$ cat src/rtl/bali_seq_pkg.sv
// Shared definitions for the bytecode sequencer: the sequencer state
// encoding, the operand/result data width and the return-class opcodes
// that end execution.
package bali_seq_pkg;

    localparam int DATA_W = 32;

    typedef enum logic [3:0] {
        IDLE,
        FETCH,
        LATCH,
        DISPATCH,
        ARG_RD,
        ARG_LAT,
        POP,
        EXEC,
        WAIT,
        WB,
        HALT,
        FAULT
    } seq_state_t;

    localparam logic [7:0] OP_IRETURN = 8'hac;
    localparam logic [7:0] OP_ARETURN = 8'hb0;
    localparam logic [7:0] OP_RETURN  = 8'hb1;

    function automatic logic is_return(input logic [7:0] op);
        return (op == OP_RETURN) || (op == OP_IRETURN) || (op == OP_ARETURN);
    endfunction

endpackage

$ cat src/rtl/stack_operand_fetch.sv
// Operand pop loop for the bytecode sequencer.
//   load/load_cnt   arm the loop with the number of operands to pop
//   en              sequencer is in its POP state
//   stack_top/empty operand stack view (combinational)
//   stack_pop       pop strobe, one per captured operand
//   op0..op2        captured operands, op0 = value that was on top
//   done            last pop happens this cycle
//   fault           stack empty while a pop is still owed (no pop issued)
module stack_operand_fetch
    import bali_seq_pkg::*;
(
    input  logic              clk,
    input  logic              rst,
    input  logic              load,
    input  logic [1:0]        load_cnt,
    input  logic              en,
    input  logic [DATA_W-1:0] stack_top,
    input  logic              stack_empty,
    output logic              stack_pop,
    output logic [DATA_W-1:0] op0,
    output logic [DATA_W-1:0] op1,
    output logic [DATA_W-1:0] op2,
    output logic              done,
    output logic              fault
);

    logic [1:0]        rem_q, rem_d;
    logic [1:0]        idx_q, idx_d;
    logic [DATA_W-1:0] op0_q, op0_d, op1_q, op1_d, op2_q, op2_d;

    always_comb begin
        rem_d     = rem_q;
        idx_d     = idx_q;
        op0_d     = op0_q;
        op1_d     = op1_q;
        op2_d     = op2_q;
        stack_pop = 1'b0;
        done      = 1'b0;
        fault     = 1'b0;
        if (load) begin
            rem_d = load_cnt;
            idx_d = 2'd0;
        end else if (en && rem_q != 2'd0) begin
            if (stack_empty) begin
                fault = 1'b1;
            end else begin
                stack_pop = 1'b1;
                case (idx_q)
                    2'd0:    op0_d = stack_top;
                    2'd1:    op1_d = stack_top;
                    default: op2_d = stack_top;
                endcase
                idx_d = idx_q + 2'd1;
                rem_d = rem_q - 2'd1;
                done  = (rem_q == 2'd1);
            end
        end
    end

    always_ff @(posedge clk) begin
        if (rst) begin
            rem_q <= '0;
            idx_q <= '0;
            op0_q <= '0;
            op1_q <= '0;
            op2_q <= '0;
        end else begin
            rem_q <= rem_d;
            idx_q <= idx_d;
            op0_q <= op0_d;
            op1_q <= op1_d;
            op2_q <= op2_d;
        end
    end

    assign op0 = op0_q;
    assign op1 = op1_q;
    assign op2 = op2_q;

endmodule

$ cat src/rtl/bytecode_sequencer.sv
// Fetch/execute controller around an external combinational opcode decoder.
// Fetches an opcode, then sequences immediate fetch, operand pops, one
// execute handshake and an optional push-back; owns the PC and resolves
// GOTO and taken conditional branches.
//   start/start_pc     begin at start_pc when not busy
//   busy/halted/fault  status (halted, fault sticky until rst or start)
//   prog_*             program ROM read port, data one cycle after prog_rd
//   dec_*              opcode out, decode fields in
//   stack_*            operand stack pop/push interface
//   exec_*             execute-unit request/response handshake
module bytecode_sequencer
    import bali_seq_pkg::*;
#(
    parameter int ADDR_W = 16
) (
    input  logic              clk,
    input  logic              rst,
    input  logic              start,
    input  logic [ADDR_W-1:0] start_pc,
    output logic              busy,
    output logic              halted,
    output logic              fault,
    output logic [ADDR_W-1:0] pc,
    output logic              prog_rd,
    output logic [ADDR_W-1:0] prog_addr,
    input  logic [7:0]        prog_data,
    output logic [7:0]        dec_opcode,
    input  logic [1:0]        dec_argc,
    input  logic [1:0]        dec_stackargs,
    input  logic              dec_stackwb,
    input  logic              dec_isgoto,
    input  logic              dec_iscmp,
    input  logic [DATA_W-1:0] stack_top,
    input  logic              stack_empty,
    output logic              stack_pop,
    output logic              stack_push,
    output logic [DATA_W-1:0] stack_wdata,
    output logic              exec_start,
    output logic [DATA_W-1:0] exec_op0,
    output logic [DATA_W-1:0] exec_op1,
    output logic [DATA_W-1:0] exec_op2,
    output logic [15:0]       exec_arg,
    input  logic              exec_done,
    input  logic [DATA_W-1:0] exec_result,
    input  logic              exec_taken
);

    seq_state_t        state_q, state_d;
    logic [ADDR_W-1:0] pc_q, pc_d;
    logic [ADDR_W-1:0] op_pc_q, op_pc_d;
    logic [7:0]        opcode_q, opcode_d;
    logic [15:0]       arg_q, arg_d;
    logic [1:0]        arg_cnt_q, arg_cnt_d;
    logic              halted_q, halted_d;
    logic              fault_q, fault_d;
    logic [DATA_W-1:0] result_q, result_d;
    logic              taken_q, taken_d;

    logic              pop_load, pop_en, pop_done, pop_fault;
    logic [ADDR_W-1:0] br_off;

    // Branch offsets are relative to the opcode byte, sign-extended to the PC width.
    assign br_off = ADDR_W'($signed(arg_q));

    stack_operand_fetch u_pop (
        .clk         (clk),
        .rst         (rst),
        .load        (pop_load),
        .load_cnt    (dec_stackargs),
        .en          (pop_en),
        .stack_top   (stack_top),
        .stack_empty (stack_empty),
        .stack_pop   (stack_pop),
        .op0         (exec_op0),
        .op1         (exec_op1),
        .op2         (exec_op2),
        .done        (pop_done),
        .fault       (pop_fault)
    );

    always_comb begin
        state_d    = state_q;
        pc_d       = pc_q;
        op_pc_d    = op_pc_q;
        opcode_d   = opcode_q;
        arg_d      = arg_q;
        arg_cnt_d  = arg_cnt_q;
        halted_d   = halted_q;
        fault_d    = fault_q;
        result_d   = result_q;
        taken_d    = taken_q;
        prog_rd    = 1'b0;
        exec_start = 1'b0;
        stack_push = 1'b0;
        pop_load   = 1'b0;
        pop_en     = 1'b0;
        unique case (state_q)
            IDLE, HALT, FAULT: begin
                if (start) begin
                    pc_d     = start_pc;
                    halted_d = 1'b0;
                    fault_d  = 1'b0;
                    state_d  = FETCH;
                end
            end
            FETCH: begin
                prog_rd = 1'b1;
                op_pc_d = pc_q;
                pc_d    = pc_q + ADDR_W'(1);
                state_d = LATCH;
            end
            LATCH: begin
                opcode_d = prog_data;
                arg_d    = '0;
                state_d  = DISPATCH;
            end
            DISPATCH: begin
                if (is_return(opcode_q)) begin
                    halted_d = 1'b1;
                    state_d  = HALT;
                end else if (dec_argc == 2'd3) begin
                    fault_d = 1'b1;
                    state_d = FAULT;
                end else if (dec_argc != 2'd0) begin
                    arg_cnt_d = dec_argc;
                    state_d   = ARG_RD;
                end else if (dec_stackargs != 2'd0) begin
                    pop_load = 1'b1;
                    state_d  = POP;
                end else begin
                    state_d = EXEC;
                end
            end
            ARG_RD: begin
                prog_rd = 1'b1;
                pc_d    = pc_q + ADDR_W'(1);
                state_d = ARG_LAT;
            end
            ARG_LAT: begin
                // Shift in so a two-byte immediate ends up big-endian.
                arg_d     = {arg_q[7:0], prog_data};
                arg_cnt_d = arg_cnt_q - 2'd1;
                if (arg_cnt_q > 2'd1) begin
                    state_d = ARG_RD;
                end else if (dec_stackargs != 2'd0) begin
                    pop_load = 1'b1;
                    state_d  = POP;
                end else begin
                    state_d = EXEC;
                end
            end
            POP: begin
                pop_en = 1'b1;
                if (pop_fault) begin
                    fault_d = 1'b1;
                    state_d = FAULT;
                end else if (pop_done) begin
                    state_d = EXEC;
                end
            end
            EXEC: begin
                exec_start = 1'b1;
                state_d    = WAIT;
            end
            WAIT: begin
                if (exec_done) begin
                    result_d = exec_result;
                    taken_d  = exec_taken;
                    state_d  = WB;
                end
            end
            WB: begin
                stack_push = dec_stackwb;
                if (dec_isgoto || (dec_iscmp && taken_q)) begin
                    pc_d = op_pc_q + br_off;
                end
                state_d = FETCH;
            end
            default: state_d = IDLE;
        endcase
    end

    always_ff @(posedge clk) begin
        if (rst) begin
            state_q   <= IDLE;
            pc_q      <= '0;
            op_pc_q   <= '0;
            opcode_q  <= '0;
            arg_q     <= '0;
            arg_cnt_q <= '0;
            halted_q  <= 1'b0;
            fault_q   <= 1'b0;
            result_q  <= '0;
            taken_q   <= 1'b0;
        end else begin
            state_q   <= state_d;
            pc_q      <= pc_d;
            op_pc_q   <= op_pc_d;
            opcode_q  <= opcode_d;
            arg_q     <= arg_d;
            arg_cnt_q <= arg_cnt_d;
            halted_q  <= halted_d;
            fault_q   <= fault_d;
            result_q  <= result_d;
            taken_q   <= taken_d;
        end
    end

    assign busy        = !(state_q inside {IDLE, HALT, FAULT});
    assign halted      = halted_q;
    assign fault       = fault_q;
    assign pc          = pc_q;
    assign prog_addr   = pc_q;
    assign dec_opcode  = opcode_q;
    assign exec_arg    = arg_q;
    assign stack_wdata = result_q;

endmodule

$ cat config.mk
export PLATFORM = sky130hd
export DESIGN_NAME = bytecode_sequencer
export DESIGN_NICKNAME = d
export VERILOG_FILES = /design/src/rtl/bali_seq_pkg.sv /design/src/rtl/stack_operand_fetch.sv /design/src/rtl/bytecode_sequencer.sv
export SDC_FILE = /design/constraint.sdc
export NUM_CORES = 1
export LEC_CHECK = 0
export BUFFER_PORTS_ARGS = -buffer_cell sky130_fd_sc_hd__buf_2
export CAP_MARGIN = 20
export CORE_MARGIN = 4
export CORE_UTILIZATION = 55
export DETAILED_ROUTE_END_ITERATION = 10
export PLACE_DENSITY = 0.83
export SLEW_MARGIN = 20
export SYNTH_ARGS = -nofsm -noshare
export SYNTH_HDL_FRONTEND = slang
export SYNTH_SLANG_ARGS = --single-unit
$ cat constraint.sdc
create_clock -name clk -period 3.9 [get_ports clk]
set_clock_uncertainty 0.2 [all_clocks]
set_input_delay 0.39 -clock clk [delete_from_list [all_inputs] [get_ports clk]]
set_output_delay 0.39 -clock clk [all_outputs]
set_load 0.1 [all_outputs]
==> results of run 1 <==
==> sequential cells by signal, indices dropped and copies added (netlist names) <==
| register | cells |
|---|---|
| arg_cnt_q | 2 |
| dec_opcode | 8 |
| exec_arg | 16 |
| fault | 1 |
| halted | 1 |
| op_pc_q | 16 |
| pc | 16 |
| stack_wdata | 32 |
| state_q | 4 |
| taken_q | 1 |
| u_pop.idx_q | 2 |
| u_pop.op0 | 32 |
| u_pop.op1 | 32 |
| u_pop.op2 | 32 |
| u_pop.rem_q | 2 |
==> what timing repair did <==
action,4_1_cts,5_1_grt
endpoints found under the hold margin,37,12
endpoints found under the setup margin,0,0
hold buffers,35,10
==> power by group <==
group	internal [mW]	total, mW	switching, mW
Clock	1.02	1.82	0.799
Combinational	0.580	2.81	2.23
Sequential	2.17	2.41	0.246
==> final cells by class <==
type / count / area, µm²
tap: 211 / 264
sequential: 197 / 3940
inverter: 20 / 75.1
fill: 1215 / 4180
timing repair buffer: 348 / 2020
clock inverter: 13 / 170
clock buffer: 18 / 429
multi-input combinational: 821 / 4240
==> metrics by stage <==
| stage | hold WS [ns] | instances |
|---|---|---|
| after floorplan | 0.236 | 1125 |
| after global placement | 0.238 | 1552 |
| after detailed placement | 0.243 | 1552 |
| after CTS | 0.000194 | 1618 |
| after global routing | 0.000939 | 1628 |
| final | 0.00832 | 1628 |
==> worst max-delay path: cells and delay by family, from the launching register on <==
kind | cells | cell delay [ns]
buffers and inverters | 2 | 0.68
DFF | 1 | 0.76
and+or+nand+nor | 2 | 0.88
==> synth_stat cells (3+ instances only) <==
library cell / instances
clkbuf_1: 46
inv_1: 18
nand2b_1: 4
o211ai_1: 3
a22oi_1: 19
a21oi_1: 194
nor3_1: 13
nor4_1: 4
and3_1: 5
nor2_1: 63
dfxtp_1: 197
o21a_1: 4
nor2b_1: 9
ha_1: 23
xnor2_1: 9
a21o_1: 9
buf_4: 17
buf_2: 23
a311oi_1: 4
o21bai_1: 3
nand3_1: 14
o21ai_0: 19
a31oi_1: 6
a222oi_1: 3
a221oi_1: 8
a211oi_1: 9
xor2_1: 6
nand2_1: 345
==> final timing paths <==
kind | to | slack (ns) | cells past startpoint
worst max-delay path | stack_pop | 0.56 | 4
worst min-delay path | u_pop.op1[16] | 0.008 | 3
worst max register to register | state_q[0] | 1.02 | 5
worst min register to register | u_pop.op0[17] | 0.25 | 2
==> per-layer routing <==
| layer | part of all wire [%] | vias to the layer above |
|---|---|---|
| met3 | 9.4 | 55 |
| met2 | 48 | 440 |
| li1 | - | 4366 |
| met4 | 2.6 | 0 |
| met1 | 40 | 4083 |
| met5 | 0 | - |
==> cell families after synthesis <==
logic type / share of synthesized area, %
xor+xnor: 1.51
flops: 45.4
fa+ha+maj: 3.55
simple gates: 22.6
compound gates: 21.0
buf+inv: 5.78
mux: 0.115
==> results_dict.tcl, run 1 <==
set metrics [dict create \
    ys.warnings.count 0 \
    clockBufferDepth 2 \
    cts_sinks 197 \
    post_cts_buffers 0 \
    fp.dieH_um 134 \
    synth_edf_count 0 \
    final_nets 1530 \
    hold_viol 0 \
    grt_overflow 0 \
    busiest_layer "met2" \
    path_class "reg -> out" \
    final_cell_mix "345 x nand2_1, 290 x buf_2, 197 x dfxtp_1" \
    synth.distinct_cells 63 \
    layout_commonest_cell "nand2_1" \
    slowest_stage "dfxtp_1" \
    clkSlewWorstSetupHoldPaths_ns 0.07 \
    synth_seq_cells 197 \
    firstDrtPassIters 6 \
    antenna_found_initial 0 \
    grt_use_met2_pct 48.0 \
    vias 8944 \
    die_w_um 134 \
    slew_viol_final 0 \
    routed_wl_um 26500 \
    coreArea_um2 15300 \
    worstPathCellList "nand2b_1 > or4_1 > inv_2 > buf_2" \
    status "finished clean" \
    crit_start "state_q[2]" \
    syn_area_um2 8680 \
    synth_flop_cell "dfxtp_1" \
    layout_setup_ws_ns 0.558 \
    num_antenna_cells 0 \
    critical_path_arrival_ns 2.75 \
    cts_inserted_buffers 17 \
    portBuffers 291 \
    root_buffer "clkbuf_16" \
    tightest_slew_ns 1.01 \
    vdd_ir_drop_max_mv 0.485 \
    r2r_start "state_q[2]" \
    dp_hpwl_um 17800 \
    postLayoutCoreUtil_pct 72.7 \
    ys_seq_area_share_pct 45.4 \
    synth.area.top_cells "dfxtp_1 45%, nand2_1 15%, a21oi_1 11%" \
    hp-start "stack_top[16]" \
    synthCells 1125 \
    place.gp.congestion 0.962 \
    cts_resized 0 \
    grt_pass1_wl_um 42200 \
    met3_usage_pct 9.93 \
    relSlewSlack_pct 32.7 \
    avgSynthCellArea_um2 7.72 \
    period_share_pct 85.7 \
    cp_data_required_time_ns 3.31 \
    total_power_mw 7.05 \
    maxCapViolations 0 \
    initialDrtViolationCount 698 \
    grt_util_all_layers_pct 28.9 \
    pin_count 292 \
    start_util_pct 56.7 \
    postLayoutCellArea_um2 11100 \
    h-tree-depth 4 \
    cts_tree "built" \
    synth_top_cell_by_area "dfxtp_1" \
    drive_above_1_share_pct 24.4 \
    rsz0062_at_grt "false" \
    wl_per_cell_um 16.3 \
    setup_viol_count_final 0 \
    ant_nets 0 \
    viasPerCell 5.49 \
    synth_nets 1250 \
    synth_top_area_share_pct 45.4 \
    fin_setup_tns_ns 0 \
    clock.fmax_ghz 0.299 \
    area_growth_pct 28.3 \
    min_path_type "in -> reg" \
    end_kind "primary output" \
    rows 45 \
    grt_pass1_vias 8441 \
    clock_latency_ns 0.44 \
    slowest_delay_ns 0.76 \
    grt.met1_usage_pct 35.3 \
    pre_cts_ws_ns 1.05 \
    die_area_um2 17900 \
    power.density_nw_per_um2 632 \
    place_area_um2 10100 \
    path_max_fanout 18 \
    drc 0 \
    final.min_clock_period_ns 3.34 \
    p_leak_nw 4.82 \
    cp-start-kind "flop" \
    synthArstFlopShare_pct 0 \
    grt_max_degree 102 \
]
No activity file was read; power rests on OpenSTA's default activity.
==> inputs of run 2 (changes only) <==
--- a/config.mk
+++ b/config.mk
@@ -10,8 +10,9 @@
 export CORE_MARGIN = 4
 export CORE_UTILIZATION = 55
 export DETAILED_ROUTE_END_ITERATION = 10
-export PLACE_DENSITY = 0.83
+export PLACE_DENSITY = 0.82
 export SLEW_MARGIN = 20
 export SYNTH_ARGS = -nofsm -noshare
 export SYNTH_HDL_FRONTEND = slang
+export SYNTH_HIERARCHICAL = 1
 export SYNTH_SLANG_ARGS = --single-unit
==> run 2 against run 1 <==
Final area up 4.5%. Global-route usage is 2.4 points lower. Sequential power decreased by 4%. Critical endpoint unchanged. Highest routed layer is now met5. The run now ends with DRC left.
==> results_dict.tcl, run 2 <==
set metrics [dict create \
    portBuffers 291 \
    wl_per_cell_um 16.6 \
    root_buffer "clkbuf_16" \
    ys.warnings.count 6 \
    place_area_um2 10700 \
    slowest_stage "dfxtp_1" \
    start_util_pct 56.1 \
    rows 47 \
    avgSynthCellArea_um2 8.86 \
    die_w_um 138 \
    grt_pass1_vias 8194 \
    cp_data_required_time_ns 3.31 \
    initialDrtViolationCount 606 \
    rsz0062_at_grt "false" \
    final_cell_mix "290 x buf_2, 189 x dfxtp_1, 156 x nand2_1" \
    relSlewSlack_pct 34.6 \
    ys_seq_area_share_pct 42.5 \
    synthCells 1047 \
    synth_most_common_cell "dfxtp_1" \
    drc 1 \
    critical_path_arrival_ns 2.94 \
    routed_wl_um 25800 \
    hold_ws_ns 0.00972 \
    synth.area.top_cells "dfxtp_1 43%, mux2i_1 11%, nand2b_1 9.0%" \
    synth.distinct_cells 72 \
    final_cells 1556 \
    p_leak_nw 5.49 \
    cts_sinks 197 \
    area_growth_pct 25.5 \
    cts_inserted_buffers 17 \
    power.density_nw_per_um2 531 \
    final.min_clock_period_ns 3.53 \
    vdd_ir_drop_max_mv 0.546 \
    postLayoutCoreUtil_pct 70.4 \
    syn_area_um2 9270 \
    clock.fmax_ghz 0.283 \
    total_power_mw 6.18 \
    synthArstFlopShare_pct 0 \
    grt_max_degree 109 \
    post_cts_buffers 0 \
    path_max_fanout 16 \
    setup_viol_count_final 0 \
    status "finished, violations left" \
    clockBufferDepth 2 \
    clock_latency_ns 0.43 \
    cp-start-kind "flop" \
    synth_top_area_share_pct 42.5 \
    fin_setup_tns_ns 0 \
    tightest_slew_ns 0.977 \
    fp.dieH_um 138 \
    place.gp.congestion 0.884 \
    path_class "reg -> out" \
    layout_setup_ws_ns 0.370 \
    postLayoutCellArea_um2 11600 \
    maxCapViolations 0 \
    dp.cells 1491 \
    crit_top_cell "nand2_1" \
    synth_seq_cells 197 \
    dp_hpwl_um 18400 \
    slew_viol_final 0 \
    synth_top_cell_by_area "dfxtp_1" \
    synth_nets 1172 \
    end_kind "primary output" \
    worstPathCellList "nor2b_1 > nand2_1 > nor3_1 > nand2_1 > a21oi_1 > buf_4 > nor4b_4 > buf_2" \
    synth_flop_cell "dfxtp_1" \
    pin_count 292 \
    firstDrtPassIters 8 \
    viasPerCell 5.46 \
    layout_commonest_cell "buf_2" \
    slowest_delay_ns 0.70 \
    h-tree-depth 4 \
    antenna_found_initial 3 \
    grt_overflow 0 \
    cts_resized 0 \
    drive_above_1_share_pct 26.8 \
    pre_cts_ws_ns 0.774 \
    coreArea_um2 16500 \
    ant_nets 0 \
    vias 8498 \
    period_share_pct 90.5 \
    cts_tree "built" \
    die_area_um2 19000 \
    netlist_top_cells_count "197 x dfxtp_1, 158 x nand2_1, 133 x nand2b_1" \
    cts_hold_buf 32 \
    violations "DRC" \
    min_path_type "in -> reg" \
    grt_util_all_layers_pct 26.6 \
    final_nets 1447 \
    synth_edf_count 0 \
    hold_viol 0 \
    grt_pass1_wl_um 40800 \
    clkSlewWorstSetupHoldPaths_ns 0.07 \
]
run 2: cell types whose count changed in the layout (fill, tap and decap cells not counted), moves of 6 or more:
| cell | change |
|---|---|
| a21oi_1 | -109 |
| dfxtp_2 | +8 |
| nand2_1 | -189 |
| nand2b_1 | +129 |
| xnor2_1 | +8 |
| mux2i_1 | +99 |
| nor2_1 | -14 |
| dlygate4sd3_1 | -13 |
| and2_1 | +6 |
| dfxtp_1 | -8 |
run 2: where the power goes:
| group | total, mW | internal [mW] | leakage [nW] | switching [mW] |
|---|---|---|---|---|
| clock | 1.73 | 0.886 | 0.282 | 0.847 |
| sequential | 2.32 | 2.13 | 1.60 | 0.187 |
| combinational | 2.13 | 0.461 | 3.61 | 1.67 |
run 2: logic make-up after synthesis:
logic type	Yosys count	synth area share, %
AOI/OAI and AO/OA	188	12.8
xor gates and xnor gates	25	2.36
adders and majority gates	24	3.32
buffers and inverters	94	4.97
DFF	197	42.5
muxes	100	10.8
and+or+nand+nor	419	23.2
run 2: path summary, 6_finish.rpt:
path / start / endpoint / slack (ns) / depth (start not counted)
max: state_q[2] / stack_pop / 0.37 / 8
min: exec_result[15] / stack_wdata[15] / 0.01 / 3
max reg2reg: state_q[2] / u_pop/op2[0] / 0.70 / 9
min reg2reg: stack_wdata[18] / stack_wdata[18] / 0.25 / 2
run 2: layout make-up:
cell class | instances | area, µm²
Tap cell | 220 | 275
Sequential cell | 197 | 3950
Timing Repair Buffer | 332 | 1870
Clock inverter | 13 | 134
Inverter | 18 | 67.6
Fill cell | 1289 | 4880
Multi-Input combinational cell | 756 | 4880
Antenna cell | 1 | 2.50
Clock buffer | 19 | 453
run 2: per-layer routing:
layer  global-route usage, %  share of wire [%]  vias to the layer above
met5                       0              0.054                        -
met1                    31.1                 38                     3970
met2                    46.1                 51                      334
met3                    8.25                8.0                       65
met4                    8.78                2.7                        4
li1                        -                  -                     4125
run 2: critical path, delay by kind of cell (launching register included):
family,cells,cell delay [ns]
buf+inv,2,0.71
compound gates,1,0.06
simple gates,5,1.03
flops,1,0.70
==> inputs of run 3 (changes only) <==
--- a/config.mk
+++ b/config.mk
@@ -5,7 +5,7 @@
 export SDC_FILE = /design/constraint.sdc
 export NUM_CORES = 1
 export LEC_CHECK = 0
-export BUFFER_PORTS_ARGS = -buffer_cell sky130_fd_sc_hd__buf_2
+export BUFFER_PORTS_ARGS = -buffer_cell sky130_fd_sc_hd__buf_4
 export CAP_MARGIN = 20
 export CORE_MARGIN = 4
 export CORE_UTILIZATION = 55
==> run 3 against run 2 <==
The run now ends clean. Highest routed layer is now met4. Count of clock-buffer cells in the layout is 2 lower. Total power is 2.2% higher. Clock power about the same. Setup slack improved by 0.17 ns. Routed wire length up 3.3%. Sequential power barely moved. Die area did not move. Combinational power grew 5%. Sequential share of layout area is 2.0 points lower. Critical endpoint unchanged.
==> results_dict.tcl, run 3 (synthesis results as in run 2) <==
set metrics [dict create \
    end_kind "primary output" \
    crit_start "state_q[2]" \
    initialDrtViolationCount 578 \
    num_antenna_cells 0 \
    final_nets 1446 \
    vias 8543 \
    pre_cts_ws_ns 0.795 \
    final.min_clock_period_ns 3.36 \
    die_area_um2 19000 \
    nFillCells 1225 \
    place.gp.congestion 0.857 \
    drive_above_1_share_pct 26.8 \
    grt_pass1_wl_um 41300 \
    slowest_stage "dfxtp_1" \
    vdd_ir_drop_max_mv 0.520 \
    p_leak_nw 5.55 \
    grt.met1_usage_pct 31.4 \
    maxCapViolations 0 \
    critical_path_arrival_ns 2.77 \
    cts_inserted_buffers 17 \
    area_growth_pct 33.3 \
    min_path_type "in -> reg" \
    grt_use_met2_pct 47.5 \
    worstPathCellList "nor2b_1 > nand2_1 > nor3_1 > nand2_1 > a21oi_1 > buf_4 > nor4b_4 > buf_4" \
    hold_viol 0 \
    slew_viol_final 0 \
    r2r_end "u_pop/op2[9]" \
    register_area_um2 3950 \
    reg2reg_setup_slack_ns 0.75 \
    portBuffers 291 \
    pin_count 292 \
    grt_max_degree 87 \
    grt_util_all_layers_pct 27.1 \
    routed_wl_um 26600 \
    layout_commonest_cell "buf_4" \
    path_buf_inv 2 \
    clockBufferDepth 2 \
    wl_per_cell_um 17.1 \
    busiest_layer "met2" \
    drc 0 \
    clkSlewWorstSetupHoldPaths_ns 0.07 \
    start_util_pct 56.1 \
    status "finished clean" \
    die_w_um 138 \
    relSlewSlack_pct 31.2 \
    path_class "reg -> out" \
    firstDrtPassIters 8 \
    met3_usage_pct 7.56 \
    viasPerCell 5.50 \
    ant_nets 0 \
    clock.fmax_ghz 0.298 \
    period_share_pct 86.0 \
    cts_sinks 197 \
    rsz0062_at_grt "false" \
    cp_data_required_time_ns 3.31 \
    dp_hpwl_um 18900 \
    slowest_delay_ns 0.70 \
    r2r_start "state_q[2]" \
    h-tree-depth 4 \
    cp-start-kind "flop" \
    setup_viol_count_final 0 \
    cp_top_family "simple AND/OR/NAND/NOR gates" \
    coreArea_um2 16500 \
    post_cts_buffers 0 \
    path_max_fanout 16 \
    fin_setup_tns_ns 0 \
    antenna_found_initial 0 \
    layout_setup_ws_ns 0.545 \
    cts_tree "built" \
    clock_latency_ns 0.43 \
    rows 47 \
    multi_input_area_um2 4880 \
    grt_pass1_vias 8442 \
    final_cell_mix "298 x buf_4, 189 x dfxtp_1, 156 x nand2_1" \
    tightest_slew_ns 1.03 \
    fp.dieH_um 138 \
    grt_overflow 0 \
    hold_depth 3 \
    path_depth 8 \
    critical_path.endpoint "stack_pop" \
    root_buffer "clkbuf_16" \
    power.density_nw_per_um2 511 \
    rr_worst_depth 9 \
]
## run 3: changes by cell type in the layout (fill, tap and decap cells not counted), sizes merged
cell	previous run	this run
clkbuf	19	17
clkinvlp	2	5
dlygate4sd3	32	31
inv	25	23
bufinv	0	1
diode	1	0
## run 3: how the worst min path moves through the flow
stage,from,to
floorplan,taken_q,taken_q
global placement,stack_wdata[4],stack_wdata[4]
detailed placement,stack_wdata[29],stack_wdata[29]
CTS,exec_result[27],stack_wdata[27]
global route,prog_data[5],dec_opcode[5]
finish,exec_result[27],stack_wdata[27]
## run 3: metal layers
| metal | routed length (µm) | part of all wire, % |
|---|---|---|
| met5 | 0 | 0 |
| met4 | 747 | 2.8 |
| met3 | 2040 | 7.6 |
| met2 | 13500 | 51 |
| met1 | 10300 | 39 |
## run 3: cell type report
type	instances	share of cell area, %
multi-input combinational	756	39.5
tap	220	2.23
clock buffer	17	3.44
clock inverter	15	1.36
timing repair buffer	331	20.9
inverter	18	0.547
sequential	197	32.0
## run 3: worst register-to-register path, stage by stage (launching register included)
cell     delay [ns]
dfxtp_1        0.70
nor2b_1        0.14
nand2_1        0.20
nor3_1         0.10
nand2_1        0.07
a21oi_1        0.06
buf_4          0.17
nor4b_4        0.48
nand2_2        0.57
mux2i_1        0.37
## run 3: power breakdown
| part | switching, mW | leakage, nW | internal [mW] |
|---|---|---|---|
| clock network | 0.838 | 0.273 | 0.908 |
| registers | 0.196 | 1.60 | 2.13 |
| logic | 1.67 | 3.68 | 0.570 |
| total | 2.71 | 5.55 | 3.61 |
## run 3: what timing repair did
item                                   in CTS  in global routing
endpoints found under the hold margin      31                  0
gates resized for setup                     0                  0
hold buffers                               31                  0
## run 3: stage by stage
step	hold slack [ns]	instance area, µm²	std cells	power [mW]	utilization [%]
final	0.0134	12400	1554	6.31	74.8
after global routing	0.00368	12400	1554	6.54	74.8
after CTS	0.000209	12400	1554	6.33	74.8
after detailed placement	0.247	11500	1491	4.57	69.3
after global placement	0.243	11500	1491	4.55	69.3
after floorplan	0.237	9280	1047	4.13	-
